## config.mk

```make
export PLATFORM = sky130hd
export DESIGN_NAME = arf192b080e1r1w0cbbehbaa4acw_swt_obs_misr
export DESIGN_NICKNAME = d
export VERILOG_FILES = /design/src/rtl/arf192b080e1r1w0cbbehbaa4acw_swt_obs_misr.sv
export SDC_FILE = /design/constraint.sdc
export NUM_CORES = 1
export LEC_CHECK = 0
export BUFFER_PORTS_ARGS = -buffer_cell sky130_fd_sc_hd__buf_2
export CAP_MARGIN = 40
export CORE_MARGIN = 4
export CORE_UTILIZATION = 46
export CTS_BUF_LIST = sky130_fd_sc_hd__clkbuf_4 sky130_fd_sc_hd__clkbuf_8 sky130_fd_sc_hd__clkbuf_16
export DETAILED_ROUTE_END_ITERATION = 7
export PLACE_DENSITY = 0.7
export SKIP_CTS_REPAIR_TIMING = 1
export SYNTH_ARGS = -nofsm -noshare
export SYNTH_HDL_FRONTEND = slang
export SYNTH_SLANG_ARGS = --single-unit
```

## constraint.sdc

```tcl
create_clock -name clock -period 2 [get_ports clock]
set_clock_uncertainty 0.1 [all_clocks]
set_input_delay 0.3 -clock clock [delete_from_list [all_inputs] [get_ports clock]]
set_output_delay 0.3 -clock clock [all_outputs]
set_load 0.02 [all_outputs]
```

## src/rtl/arf192b080e1r1w0cbbehbaa4acw_swt_obs_misr.sv

```systemverilog
// Observation-flop signature compactor: MISR over a programmed cycle count, then parallel hold and serial unload.
// Optional X-masking of observation bits is enabled with ARF192B080E1R1W0CBBEHBAA4ACW_SWT_OBS_MISR_XMASK_EN.
module arf192b080e1r1w0cbbehbaa4acw_swt_obs_misr #(
    parameter int                    OBS_FLOP_NUM = 8,
    parameter int                    MISR_WIDTH   = 16,
    parameter logic [MISR_WIDTH-1:0] MISR_POLY    = 16'h100B,
    parameter int                    CNT_W        = 16
) (
    input  logic                    clock,
    input  logic                    reset,
    input  logic [OBS_FLOP_NUM-1:0] obs_in,
`ifdef ARF192B080E1R1W0CBBEHBAA4ACW_SWT_OBS_MISR_XMASK_EN
    input  logic [OBS_FLOP_NUM-1:0] obs_mask,
`endif
    input  logic                    start,
    input  logic [CNT_W-1:0]        num_cycles,
    input  logic                    unload_req,
    input  logic                    sig_ready,
    output logic                    busy,
    output logic                    done,
    output logic [MISR_WIDTH-1:0]   signature,
    output logic                    sig_valid,
    output logic                    sig_bit
);

    localparam logic [1:0] S_IDLE    = 2'd0;
    localparam logic [1:0] S_COMPACT = 2'd1;
    localparam logic [1:0] S_DONE    = 2'd2;
    localparam logic [1:0] S_UNLOAD  = 2'd3;

    logic [1:0]              state_q, state_d;
    logic [MISR_WIDTH-1:0]   misr_q, misr_d;
    logic [MISR_WIDTH-1:0]   shift_q, shift_d;
    logic [CNT_W-1:0]        cnt_q, cnt_d;
    logic                    busy_q, done_q, sig_valid_q, sig_bit_q;
    logic [OBS_FLOP_NUM-1:0] obs_eff;
    logic [MISR_WIDTH-1:0]   feedback;

`ifdef ARF192B080E1R1W0CBBEHBAA4ACW_SWT_OBS_MISR_XMASK_EN
    assign obs_eff = obs_in & ~obs_mask;
`else
    assign obs_eff = obs_in;
`endif

    // Observation bit j lands on MISR bit (j mod MISR_WIDTH); wide buses wrap around.
    function automatic logic [MISR_WIDTH-1:0] fold(input logic [OBS_FLOP_NUM-1:0] v);
        logic [MISR_WIDTH-1:0] f;
        f = '0;
        for (int j = 0; j < OBS_FLOP_NUM; j++) begin
            f = f ^ (MISR_WIDTH'(v[j]) << (j % MISR_WIDTH));
        end
        return f;
    endfunction

    assign feedback = misr_q[MISR_WIDTH-1] ? MISR_POLY : '0;

    always_comb begin
        // NOTE: every next-state signal gets a default first so no path leaves it unassigned (no latches).
        state_d = state_q;
        misr_d  = misr_q;
        shift_d = shift_q;
        cnt_d   = cnt_q;
        case (state_q)
            S_IDLE, S_DONE: begin
                if (start) begin
                    misr_d  = '0;
                    cnt_d   = num_cycles;
                    state_d = (num_cycles == '0) ? S_DONE : S_COMPACT;
                end else if ((state_q == S_DONE) && unload_req) begin
                    shift_d = misr_q;
                    cnt_d   = CNT_W'(MISR_WIDTH);
                    state_d = S_UNLOAD;
                end
            end
            S_COMPACT: begin
                misr_d = {misr_q[MISR_WIDTH-2:0], 1'b0} ^ feedback ^ fold(obs_eff);
                cnt_d  = cnt_q - CNT_W'(1);
                if (cnt_q == CNT_W'(1)) state_d = S_DONE;
            end
            S_UNLOAD: begin
                if (sig_ready) begin
                    shift_d = {shift_q[MISR_WIDTH-2:0], 1'b0};
                    cnt_d   = cnt_q - CNT_W'(1);
                    if (cnt_q == CNT_W'(1)) state_d = S_IDLE;
                end
            end
            default: state_d = S_IDLE;
        endcase
    end

    // Status outputs are flopped from the next state so they line up with state_q without a decode path.
    always_ff @(posedge clock or posedge reset) begin
        if (reset) begin
            state_q     <= S_IDLE;
            misr_q      <= '0;
            shift_q     <= '0;
            cnt_q       <= '0;
            busy_q      <= 1'b0;
            done_q      <= 1'b0;
            sig_valid_q <= 1'b0;
            sig_bit_q   <= 1'b0;
        end else begin
            // NOTE: sequential state uses non-blocking assignments so every flop samples pre-edge values.
            state_q     <= state_d;
            misr_q      <= misr_d;
            shift_q     <= shift_d;
            cnt_q       <= cnt_d;
            busy_q      <= (state_d == S_COMPACT) || (state_d == S_UNLOAD);
            done_q      <= (state_d == S_DONE);
            sig_valid_q <= (state_d == S_UNLOAD);
            sig_bit_q   <= (state_d == S_UNLOAD) && shift_d[MISR_WIDTH-1];
        end
    end

    assign busy      = busy_q;
    assign done      = done_q;
    assign signature = misr_q;
    assign sig_valid = sig_valid_q;
    assign sig_bit   = sig_bit_q;

endmodule

```

======== After elaboration in Yosys (flattened, before gate mapping) ========
Cells that the tools add are included.
operators by class
  reductions and logical operators ........ 11
  add/subtract/negate cells ............... 1
  mux-type cells .......................... 18
  bitwise logic cells ..................... 9
  eq/ne operators ......................... 12
operators by type and width
  operator                                                               count
  16-bit two-way mux                                                     7
  16-bit case mux with 2 select lines                                    2
  16-bit case mux with 3 select lines                                    1
  16-bit by 1-bit == test with 1-bit output (second input constant)      1
  16-bit logical NOT                                                     1
  16-bit by 1-bit subtractor with 16-bit output (second input constant)  1
  16-bit by 13-bit XOR with 16-bit output                                1
  16-bit by 8-bit XOR with 16-bit output                                 1
  13-bit two-way mux                                                     1
  2-bit two-way mux                                                      6
  2-bit == test (second input constant)                                  4
  2-bit != test (second input constant)                                  4
  7-bit by 8-bit XOR with 8-bit output                                   1
  6-bit by 7-bit XOR with 7-bit output                                   1
  2-bit case mux with 3 select lines                                     1
  5-bit by 6-bit XOR with 6-bit output                                   1
  4-bit by 5-bit XOR with 5-bit output                                   1
  2-bit by 1-bit == test with 1-bit output (second input constant)       2
  2-bit AND reduction                                                    2
  4-bit AND reduction                                                    1
  2-bit nonzero test                                                     2
  3-bit by 4-bit XOR with 4-bit output                                   1
  3-bit != test (second input constant)                                  1
  2-bit by 3-bit XOR with 3-bit output                                   1
  other kinds (5)                                                        6
word-level totals
  output and inout port bits .............. 20
  flip-flop bits (word level) ............. 54
  input port bits ......................... 29
  word-level logic and storage cells ...... 60

======== Longest topological paths before layout ========
Gate-level depths: netlist (run 1).
  depth after elaboration ................. 9
  mapped depth ............................ 8
  mapped depth without buffers ............ 6

======== Worst setup path after synthesis (run 1) ========
OpenSTA, ideal clock, no wires.
  kind .................................... register -> register
  start point ............................. register cnt_q[5]
  end point ............................... register cnt_q[15]
  setup slack ............................. 0.015 ns
  setup time .............................. 0.087 ns
  cell stages (with the launch flop) ...... 5
  buffers on the path ..................... 0
  data arrival time ....................... 1.799 ns
  period minus slack after synthesis ...... 1.985 ns
  path through ............................ dfrtp_1 or4_4 or3_1 or4_1 o211ai_1
on the way
  cells in the longest elaborated chain, start to end .. 3
ends and longest elaborated chain
  item                                               line    source
  start: declaration                                 34      logic [CNT_W-1:0] cnt_q, cnt_d;
  start signal: assignment                           107     cnt_q <= cnt_d;
  16-bit by 1-bit subtractor with 16-bit output (*)  77, 83
  16-bit two-way mux                                 81      if (sig_ready) begin
  16-bit case mux with 3 select lines (*)            63      case (state_q)
Mark *: on every way between the ends. The rest lies on a longest branch, timed or not. The select of a mux whose other input is x is not followed.
A chain may end at the register's enable or synchronous reset.

======== Worst setup path after layout (run 1) ========
Ends and elaborated chain as after synthesis.

==> flow_metrics.env, run 1 <==
export IMPL_drt_iter0_drc=169
export IMPL_viasPerCell=5.84
export IMPL_cp_data_required_time_ns=2.13
export IMPL_r2r_slack_ns=-0.02
export IMPL_start_util_pct=48.3
export IMPL_dp_hpwl_um=4850
export IMPL_comb_power_share_pct=30.7
export IMPL_fp_dieH_um=85.0
export IMPL_synthToLayoutAreaGrowth_pct=24.6
export IMPL_r2r_end="cnt_q[15]"
export IMPL_peakVddDrop_mv=0.454
export IMPL_slowest_stage="or4_4"
export IMPL_maxCapViolations=0
export IMPL_clk_latency_ns=0.32
export IMPL_path_clk_slew_ns=0.10
export IMPL_syn_area_per_cell_sq_um=9.77
export IMPL_grt_max_degree=34
export IMPL_cp_max_fo=4
export IMPL_syn_num_nets=310
export IMPL_ys_seq_elements=54
export IMPL_clockBufferDepth=2
export IMPL_antenna_found_initial=0
export IMPL_cp_startpoint="cnt_q[5]"
export IMPL_cts_root_buf="clkbuf_8"
export IMPL_crit_end="cnt_q[15]"
export IMPL_drive_above_1_share_pct=28.2
export IMPL_synth_cell_types=42
export IMPL_p_leak_uw=0.00158
export IMPL_min_path_type="input port to flop"
export IMPL_startpoint_type="flop"
export IMPL_drc=0
export IMPL_synth_cells=279
export IMPL_whs_ns=0.142
export IMPL_io_buffers=48
export IMPL_h_tree_depth=2
export IMPL_layout_common_cells="54 x dfrtp_1, 48 x buf_2, 37 x nand2_1"
export IMPL_path_buf_inv=0
export IMPL_grtUsageTotal_pct=19.6
export IMPL_syn_area_sq_um=2730
export IMPL_powerDensity_nw_per_um2=978
export IMPL_rsz0062_at_grt="yes"
export IMPL_finalNetCount=377
export IMPL_final_max_slew_viol_count=0
export IMPL_die_x_um=85.0
export IMPL_swShare_pct=35.5
export IMPL_tritoncts="yes"
export IMPL_worst_pin_slew_ns=0.663
export IMPL_seq_area_frac_synth_pct=49.6
export IMPL_die_area_sq_um=7220
export IMPL_setup_slack_ns=-0.0174
export IMPL_synthArstFlopShare_pct=100
export IMPL_first_pass_iters=4
export IMPL_power_frac_seq_pct=46.4
export IMPL_status="complete, but fails checks"
export IMPL_crit_type="flop to flop"
export IMPL_gr_total_overflow=0
export IMPL_cp_depth=4
export IMPL_violations="negative setup slack"
export IMPL_layout_commonest_cell="dfrtp_1"
export IMPL_grt_pass1_wl_um=11600
export IMPL_path_delay_family="simple AND/OR/NAND/NOR gates"
export IMPL_hold_viol=0
export IMPL_critPathCaptureType="flop"
export IMPL_max_slew_margin_rel_pct=55.6
export IMPL_yosys_warnings=0
export IMPL_gp_congestion=0.893
export IMPL_cts_sinks=54
export IMPL_rows=27
export IMPL_cp_cell_sequence="or4_4, or3_1, or4_1, o211ai_1"
export IMPL_core_sq_um=5640
export IMPL_min_period_ns=2.02
export IMPL_cpPeakStageDelay_ns=0.57
export IMPL_r2r_start="cnt_q[5]"
export IMPL_grt_pass1_vias=2335
export IMPL_reg2reg_depth=4
export IMPL_vias=2448
export IMPL_wl_per_cell_um=16.4
export IMPL_setup_tns_ns=-0.0174
export IMPL_critical_path_arrival_ns=2.15
export IMPL_ys_flop_type="dfrtp_1"
export IMPL_post_route_period_util_pct=101
export IMPL_power_switching_uw=1180
export IMPL_clock_power_share_pct=22.9
export IMPL_antenna_cells=0
export IMPL_wl_um=6880
export IMPL_drtAntennaViolNets=0
export IMPL_fmax_mhz=496
export IMPL_internal_power_uw=2140
export IMPL_num_io_pins=49
export IMPL_cts_buffers=5
export IMPL_synth_edff_count=0
export IMPL_setup_viol=1
## power groups by stage
stage / Combinational, uW / Sequential [uW] / Clock (uW)
after global routing: 1110 / 1570 / 821
after floorplan: 477 / 1660 / 0
final: 1020 / 1540 / 762
after detailed placement: 1010 / 1550 / 0
after global placement: 987 / 1550 / 0
after CTS: 1010 / 1530 / 779
## cell usage after synthesis, types with 2 or more instances
master     number  area share [%]
nor4_1          9             2.1
clkbuf_1       17             2.3
dfrtp_1        54              50
nor2_1         10             1.4
a22o_1         17             5.5
a21oi_1         8             1.5
or3_1           4            0.92
or4_1           5             1.4
inv_1           6            0.83
nand3_1         9             1.7
a221oi_1        3            0.96
mux2i_1         8             2.9
ha_1            2            0.92
o21ai_0         7             1.3
nor4b_1         3            0.96
buf_2           3            0.55
o211ai_1        2            0.55
nand2_1        37             5.1
a22oi_1        22             6.1
o21ai_1         5            0.92
o2bb2ai_1       2            0.64
nor2b_1         3            0.69
xor2_1          7             2.2
xnor2_1         4             1.3
nor3_1         15             2.8
## layer usage
| layer | share of wire (%) | global-route usage, % |
|---|---|---|
| met2 | 46 | 29.9 |
| met3 | 7.5 | 4.27 |
| met4 | 1.0 | 4.89 |
| met1 | 45 | 28.6 |
| met5 | 0 | 0 |
## cells by family (layout without fill, tap and decap cells)
logic type	count (synthesis)	count (layout)	share of synthesized area [%]
buffers and inverters	27	95	3.86
muxes	8	8	2.94
DFF	54	54	49.6
adders and majority gates	2	2	0.918
AOI/OAI and AO/OA	70	70	18.6
and+or+nand+nor	107	107	20.6
xor gates and xnor gates	11	11	3.54
## stage by stage
stage / total power, uW / utilization, % / cells / setup WS (ns) / instance area, sq um
final: 3320 / 60.2 / 419 / -0.0174 / 3400
after global routing: 3500 / 60.2 / 419 / -0.0719 / 3400
after CTS: 3320 / 59.4 / 418 / -0.0200 / 3350
after detailed placement: 2550 / 57.4 / 410 / -0.00862 / 3240
after global placement: 2530 / 57.0 / 408 / 0.0253 / 3220
after floorplan: 2140 / - / 279 / 0.0148 / 2730
## registers in the layout, indices dropped and copies added, names as in the netlist
name / flops
cnt_q: 16
shift_q: 16
signature: 16
state_q: 2
busy: 1
done: 1
sig_bit: 1
sig_valid: 1
## cell type report
cell class	count	area (sq um)
clock buffer	5	68.8
clock inverter	3	47.5
fill	476	2250
inverter	6	22.5
multi-input combinational	198	1310
sequential	54	1350
tap	72	90.1
timing repair buffer	81	507
## worst min path at each step
stage | end | cells past startpoint | start | slack [ns]
2_1_floorplan | cnt_q[15] | 2 | num_cycles[15] | 0.34
3_3_place_gp | cnt_q[1] | 2 | reset | 0.26
3_5_place_dp | cnt_q[1] | 2 | reset | 0.26
4_1_cts | cnt_q[0] | 2 | reset | -0.08
5_1_grt | cnt_q[10] | 3 | num_cycles[10] | 0.15
6_report | cnt_q[9] | 3 | num_cycles[9] | 0.14
## worst min-delay path: stages
cell and delay [ns]:
buf_2 0.09, a22oi_1 0.07, nand3_1 0.06
No activity file was read; power rests on OpenSTA's default activity.
==> run 2: changes to the inputs <==
--- a/config.mk
+++ b/config.mk
@@ -5,6 +5,7 @@
 export SDC_FILE = /design/constraint.sdc
 export NUM_CORES = 1
 export LEC_CHECK = 0
+export ABC_AREA = 1
 export BUFFER_PORTS_ARGS = -buffer_cell sky130_fd_sc_hd__buf_2
 export CAP_MARGIN = 40
 export CORE_MARGIN = 4
==> run 2 against run 1 <==
The flow now finishes without violations. Routed wire length down 2.3%. Combinational power up 9%. Largest cell class unchanged. Critical endpoint is now sig_bit. Highest routed layer unchanged. Critical path depth up 4. Die area grew 6.1%. Setup slack improved by 0.35 ns. Sequential share of layout area up 0.90 points. Sequential power about the same. Clock-buffer cell count unchanged.
==> flow_metrics.env, run 2 <==
export IMPL_status="completed"
export IMPL_ys_seq_elements=54
export IMPL_maxCapViolations=0
export IMPL_clockBufferDepth=2
export IMPL_synth_cells=368
export IMPL_min_path_type="input port to flop"
export IMPL_drt_iter0_drc=246
export IMPL_power_switching_uw=1300
export IMPL_setup_viol=0
export IMPL_dp_slack_ns=0.338
export IMPL_setup_slack_ns=0.331
export IMPL_drive_above_1_share_pct=19.1
export IMPL_filler_cell_count=581
export IMPL_clk_latency_ns=0.32
export IMPL_start_util_pct=48.3
export IMPL_h_tree_depth=2
export IMPL_finalNetCount=449
export IMPL_seq_area_frac_synth_pct=46.5
export IMPL_r2r_slack_ns=0.33
export IMPL_syn_area_per_cell_sq_um=7.91
export IMPL_critical_path_arrival_ns=1.79
export IMPL_hold_viol=0
export IMPL_core_sq_um=6030
export IMPL_grt_max_degree=30
export IMPL_viasPerCell=5.21
export IMPL_antenna_found_initial=0
export IMPL_critPathCaptureType="flop"
export IMPL_wl_per_cell_um=13.6
export IMPL_hold_path_depth=3
export IMPL_cp_max_fo=18
export IMPL_tritoncts="yes"
export IMPL_layout_common_cells="79 x nand2_1, 54 x nor2_1, 54 x dfrtp_1"
export IMPL_holdCritStartpoint="obs_in[5]"
export IMPL_yosysTopAreaCell="dfrtp_1"
export IMPL_path_clk_slew_ns=0.11
export IMPL_reg2reg_depth=8
export IMPL_synth_area_leaders="dfrtp_1 46%, nand2_1 10%, nor2_1 7.0%"
export IMPL_dp_hpwl_um=4920
export IMPL_cts_root_buf="clkbuf_8"
export IMPL_ys_top_cells_by_count="79 x nand2_1, 54 x dfrtp_1, 54 x nor2_1, 41 x inv_1, 23 x nand3_1"
export IMPL_synth_top_area_share_pct=46.5
export IMPL_p_leak_uw=0.00162
export IMPL_syn_num_nets=399
export IMPL_drc=0
export IMPL_peakVddDrop_mv=0.667
export IMPL_grt_pass1_wl_um=11400
export IMPL_cp_startpoint="state_q[0]"
export IMPL_r2r_end="sig_bit"
export IMPL_worstHoldEndpoint="signature[5]"
export IMPL_synthArstFlopShare_pct=100
export IMPL_internal_power_uw=2010
export IMPL_cts_sinks=54
export IMPL_drtAntennaViolNets=0
export IMPL_cts_buffers=5
export IMPL_die_area_sq_um=7660
export IMPL_die_x_um=87.5
export IMPL_fp_dieH_um=87.5
export IMPL_grtUsageTotal_pct=18.8
export IMPL_r2r_start="state_q[0]"
export IMPL_io_buffers=48
export IMPL_worst_pin_slew_ns=0.477
export IMPL_ys_flop_type="dfrtp_1"
export IMPL_layout_commonest_cell="nand2_1"
export IMPL_total_power_uw=3310
export IMPL_powerDensity_nw_per_um2=998
export IMPL_first_pass_iters=4
export IMPL_swShare_pct=39.2
export IMPL_power_frac_seq_pct=46.7
export IMPL_startpoint_type="flop"
export IMPL_synth_cell_types=30
export IMPL_gr_total_overflow=0
export IMPL_comb_power_share_pct=33.4
export IMPL_post_route_period_util_pct=83.4
export IMPL_gp_congestion=0.914
export IMPL_num_io_pins=49
export IMPL_fmax_mhz=599
export IMPL_setup_tns_ns=0
export IMPL_grt_pass1_vias=2499
export IMPL_antenna_cells=0
export IMPL_rsz0062_at_grt="no"
export IMPL_final_max_slew_viol_count=0
export IMPL_yosys_warnings=0
export IMPL_vias=2572
export IMPL_crit_type="flop to flop"
export IMPL_max_slew_margin_rel_pct=68.1
export IMPL_synthToLayoutAreaGrowth_pct=14.2
export IMPL_min_period_ns=1.67
export IMPL_clock_power_share_pct=19.9
export IMPL_synth_most_common_cell="nand2_1"
export IMPL_synth_edff_count=0
export IMPL_rows=28
export IMPL_cp_data_required_time_ns=2.12
export IMPL_wl_um=6720
export IMPL_syn_area_sq_um=2910
-- run 2: cell types whose count changed in the layout (fill, tap and decap cells not counted), moves of 6 or more --
cell      change
nand3_1      +14
a22oi_1      -20
buf_4        -24
a21oi_1      +12
a22o_1       -17
nand2_1      +42
nor4_1        -6
mux2i_1       -8
o21ai_0       +7
o22ai_1      +16
inv_1        +35
nor3_1       -14
o211ai_1      +9
nor2_1       +44
-- run 2: worst max path at each step --
stage / depth (start not counted) / to / slack, ns
final: 8 / sig_bit / 0.33
after global routing: 8 / shift_q[15] / 0.15
after CTS: 8 / sig_bit / 0.32
after detailed placement: 8 / sig_bit / 0.34
after global placement: 9 / sig_bit / 0.38
after floorplan: 1 / busy / 0.29
-- run 2: power groups by stage --
| stage | clock [uW] | sequential (uW) | combinational [uW] |
|---|---|---|---|
| CTS | 686 | 1550 | 1110 |
| floorplan | 0 | 1680 | 636 |
| detailed placement | 0 | 1570 | 1100 |
| finish | 660 | 1550 | 1110 |
| global placement | 0 | 1560 | 1090 |
| global route | 723 | 1590 | 1240 |
-- run 2: routing by layer --
metal / vias to the layer above / GRT usage [%] / part of all wire (%)
li1: 1293 / - / -
met1: 1190 / 27.3 / 49
met2: 78 / 27.9 / 43
met3: 11 / 4.45 / 7.0
met4: 0 / 6.14 / 1.7
met5: - / 0 / 0
-- run 2: logic make-up after synthesis --
kind of cell / share of synthesized area, %
simple gates: 25.1
compound gates: 14.4
buf+inv: 9.33
flops: 46.5
xor+xnor: 3.91
fa+ha+maj: 0.860
-- run 2: worst max-delay path, stage by stage, from the launching register on --
cell     delay (ns)
dfrtp_1        0.48
inv_2          0.19
nor2_1         0.09
inv_2          0.25
nand2_1        0.10
nand2_1        0.06
o21ai_0        0.07
nor2_1         0.17
nor2_1         0.07
-- run 2: cell type report --
cell class	instances	area, sq um	area share [%]
clock inverter	3	26.3	0.791
sequential	54	1350	40.7
timing repair buffer	56	315	9.50
multi-input combinational	254	1290	38.7
inverter	47	179	5.39
clock buffer	5	68.8	2.07
tap	75	93.8	2.83
-- run 2: stage by stage --
step / cells / area, sq um / util (%) / hold WS (ns)
final: 494 / 3320 / 55.1 / 0.154
after global routing: 494 / 3320 / 55.1 / 0.160
after CTS: 493 / 3310 / 54.9 / -0.102
after detailed placement: 485 / 3220 / 53.4 / 0.258
after global placement: 485 / 3220 / 53.4 / 0.256
after floorplan: 368 / 2910 / - / 0.343
==> run 3: changes to the inputs <==
--- a/config.mk
+++ b/config.mk
@@ -12,7 +12,7 @@
 export CORE_UTILIZATION = 46
 export CTS_BUF_LIST = sky130_fd_sc_hd__clkbuf_4 sky130_fd_sc_hd__clkbuf_8 sky130_fd_sc_hd__clkbuf_16
 export DETAILED_ROUTE_END_ITERATION = 7
-export PLACE_DENSITY = 0.7
+export PLACE_DENSITY = 0.67
 export SKIP_CTS_REPAIR_TIMING = 1
 export SYNTH_ARGS = -nofsm -noshare
 export SYNTH_HDL_FRONTEND = slang
==> constraint.sdc (replaced) <==
create_clock -name clock -period 1.6 [get_ports clock]
set_clock_uncertainty 0.1 [all_clocks]
set_input_delay 0.24 -clock clock [delete_from_list [all_inputs] [get_ports clock]]
set_output_delay 0.24 -clock clock [all_outputs]
set_load 0.02 [all_outputs]
==> run 3 against run 2 <==
Global-route usage grew 0.57 points. Non-clock buffer count grew 13. Die area is the same.
==> flow_metrics.env, run 3 (synthesis results as in run 2) <==
export IMPL_rsz0062_at_grt="yes"
export IMPL_synthToLayoutAreaGrowth_pct=19.5
export IMPL_core_sq_um=6030
export IMPL_fp_dieH_um=87.5
export IMPL_worst_pin_slew_ns=0.348
export IMPL_max_slew_margin_rel_pct=76.8
export IMPL_io_buffers=48
export IMPL_holdCritStartpoint="num_cycles[4]"
export IMPL_h_tree_depth=2
export IMPL_die_x_um=87.5
export IMPL_path_common_cell="nand2_1"
export IMPL_cp_max_fo=4
export IMPL_crit_type="flop to flop"
export IMPL_finalNetCount=462
export IMPL_drtAntennaViolNets=0
export IMPL_clockBufferDepth=2
export IMPL_gr_total_overflow=0
export IMPL_status="completed"
export IMPL_final_cell_count_no_fill=507
export IMPL_grt_max_degree=55
export IMPL_critPathCaptureType="flop"
export IMPL_drive_above_1_share_pct=25.7
export IMPL_cp_data_required_time_ns=1.72
export IMPL_cp_startpoint="cnt_q[0]"
export IMPL_cpPeakStageDelay_ns=0.42
export IMPL_cts_sinks=54
export IMPL_antenna_cells=0
export IMPL_grt_pass1_wl_um=11600
export IMPL_p_leak_uw=0.00167
export IMPL_grtUsageTotal_pct=19.4
export IMPL_cts_buffers=5
export IMPL_cts_root_buf="clkbuf_8"
export IMPL_dp_hpwl_um=4980
export IMPL_hold_path_depth=3
export IMPL_start_util_pct=48.3
export IMPL_setup_viol=0
export IMPL_gp_congestion=0.927
export IMPL_dp_cells=493
export IMPL_setup_tns_ns=0
export IMPL_rows=28
export IMPL_fmax_mhz=662
export IMPL_num_io_pins=49
export IMPL_slowest_stage="dfrtp_1"
export IMPL_viasPerCell=5.21
export IMPL_min_period_ns=1.51
export IMPL_drt_iter0_drc=229
export IMPL_min_path_type="input port to flop"
export IMPL_layout_common_cells="78 x nand2_1, 53 x dfrtp_1, 48 x buf_2"
export IMPL_cp_cell_sequence="inv_2, ha_2, nand2_1, nor2_2, inv_1, nor2_2, o21ai_0, nand2_1, nand2_1"
export IMPL_startpoint_type="flop"
export IMPL_drc=0
export IMPL_die_area_sq_um=7660
export IMPL_path_clk_slew_ns=0.11
export IMPL_clk_latency_ns=0.31
export IMPL_wl_per_cell_um=14.1
export IMPL_vias=2644
export IMPL_wl_um=7130
export IMPL_utilization_pct=57.7
export IMPL_final_max_slew_viol_count=0
export IMPL_powerDensity_nw_per_um2=1230
export IMPL_hold_viol=0
export IMPL_first_pass_iters=4
export IMPL_filler_cell_count=583
export IMPL_peakVddDrop_mv=0.817
export IMPL_r2r_start="cnt_q[0]"
export IMPL_antenna_found_initial=0
export IMPL_critical_path_arrival_ns=1.63
export IMPL_layout_commonest_cell="nand2_1"
export IMPL_post_route_period_util_pct=94.4
export IMPL_tritoncts="yes"
export IMPL_maxCapViolations=0
export IMPL_reg2reg_depth=9
export IMPL_grt_pass1_vias=2447
## run 3: cell types whose count changed in the layout (fill, tap and decap cells not counted), moves of 2 or more
cell | before | now
buf_4 | 6 | 19
nor2_1 | 54 | 42
nor2_2 | 2 | 12
clkinvlp_4 | 0 | 2
inv_1 | 40 | 38
nor2_4 | 2 | 4
## run 3: report_power, final
group	leakage (uW)	switching [uW]	internal, uW
combinational	0.000960	895	596
clock	0.0000478	481	358
sequential	0.000660	278	1650
total	0.00167	1650	2610
## run 3: worst paths after layout
kind / to / slack [ns]
min reg2reg: shift_q[14] / 0.41
max in group asynchronous: state_q[0] / 0.70
min: cnt_q[4] / 0.1
max reg2reg: cnt_q[10] / 0.09
min in group asynchronous: signature[10] / 0.43
max: cnt_q[10] / 0.09
## run 3: worst max-delay path, delay by kind of cell, from the launching register on
kind / cells / cell delay (ns)
simple gates: 5 / 0.43
flops: 1 / 0.42
fa+ha+maj: 1 / 0.20
compound gates: 1 / 0.10
buf+inv: 2 / 0.16
## run 3: final cells by class
type	instances	area [sq um]	area share (%)
sequential	54	1350	38.9
multi-input combinational	254	1340	38.4
timing repair buffer	69	413	11.9
inverter	47	183	5.25
tap	75	93.8	2.70
clock buffer	6	82.6	2.37
clock inverter	2	16.3	0.468
## run 3: metrics by stage
| stage | area, sq um | hold slack [ns] | total power [uW] | setup WS, ns |
|---|---|---|---|---|
| floorplan | 2910 | 0.208 | 2900 | 0.195 |
| detailed placement | 3280 | 0.240 | 3380 | 0.0504 |
| global route | 3480 | 0.0966 | 4540 | -0.0710 |
| finish | 3480 | 0.0957 | 4260 | 0.0903 |
| global placement | 3280 | 0.240 | 3350 | 0.0821 |
| CTS | 3380 | -0.107 | 4220 | 0.0188 |
## run 3: per-layer routing
metal,routed length [um],vias up,track usage [%]
li1,-,1322,-
met1,3440,1227,29.1
met2,3060,89,28.2
met3,559,6,4.35
met4,62,0,5.44
met5,0,-,0
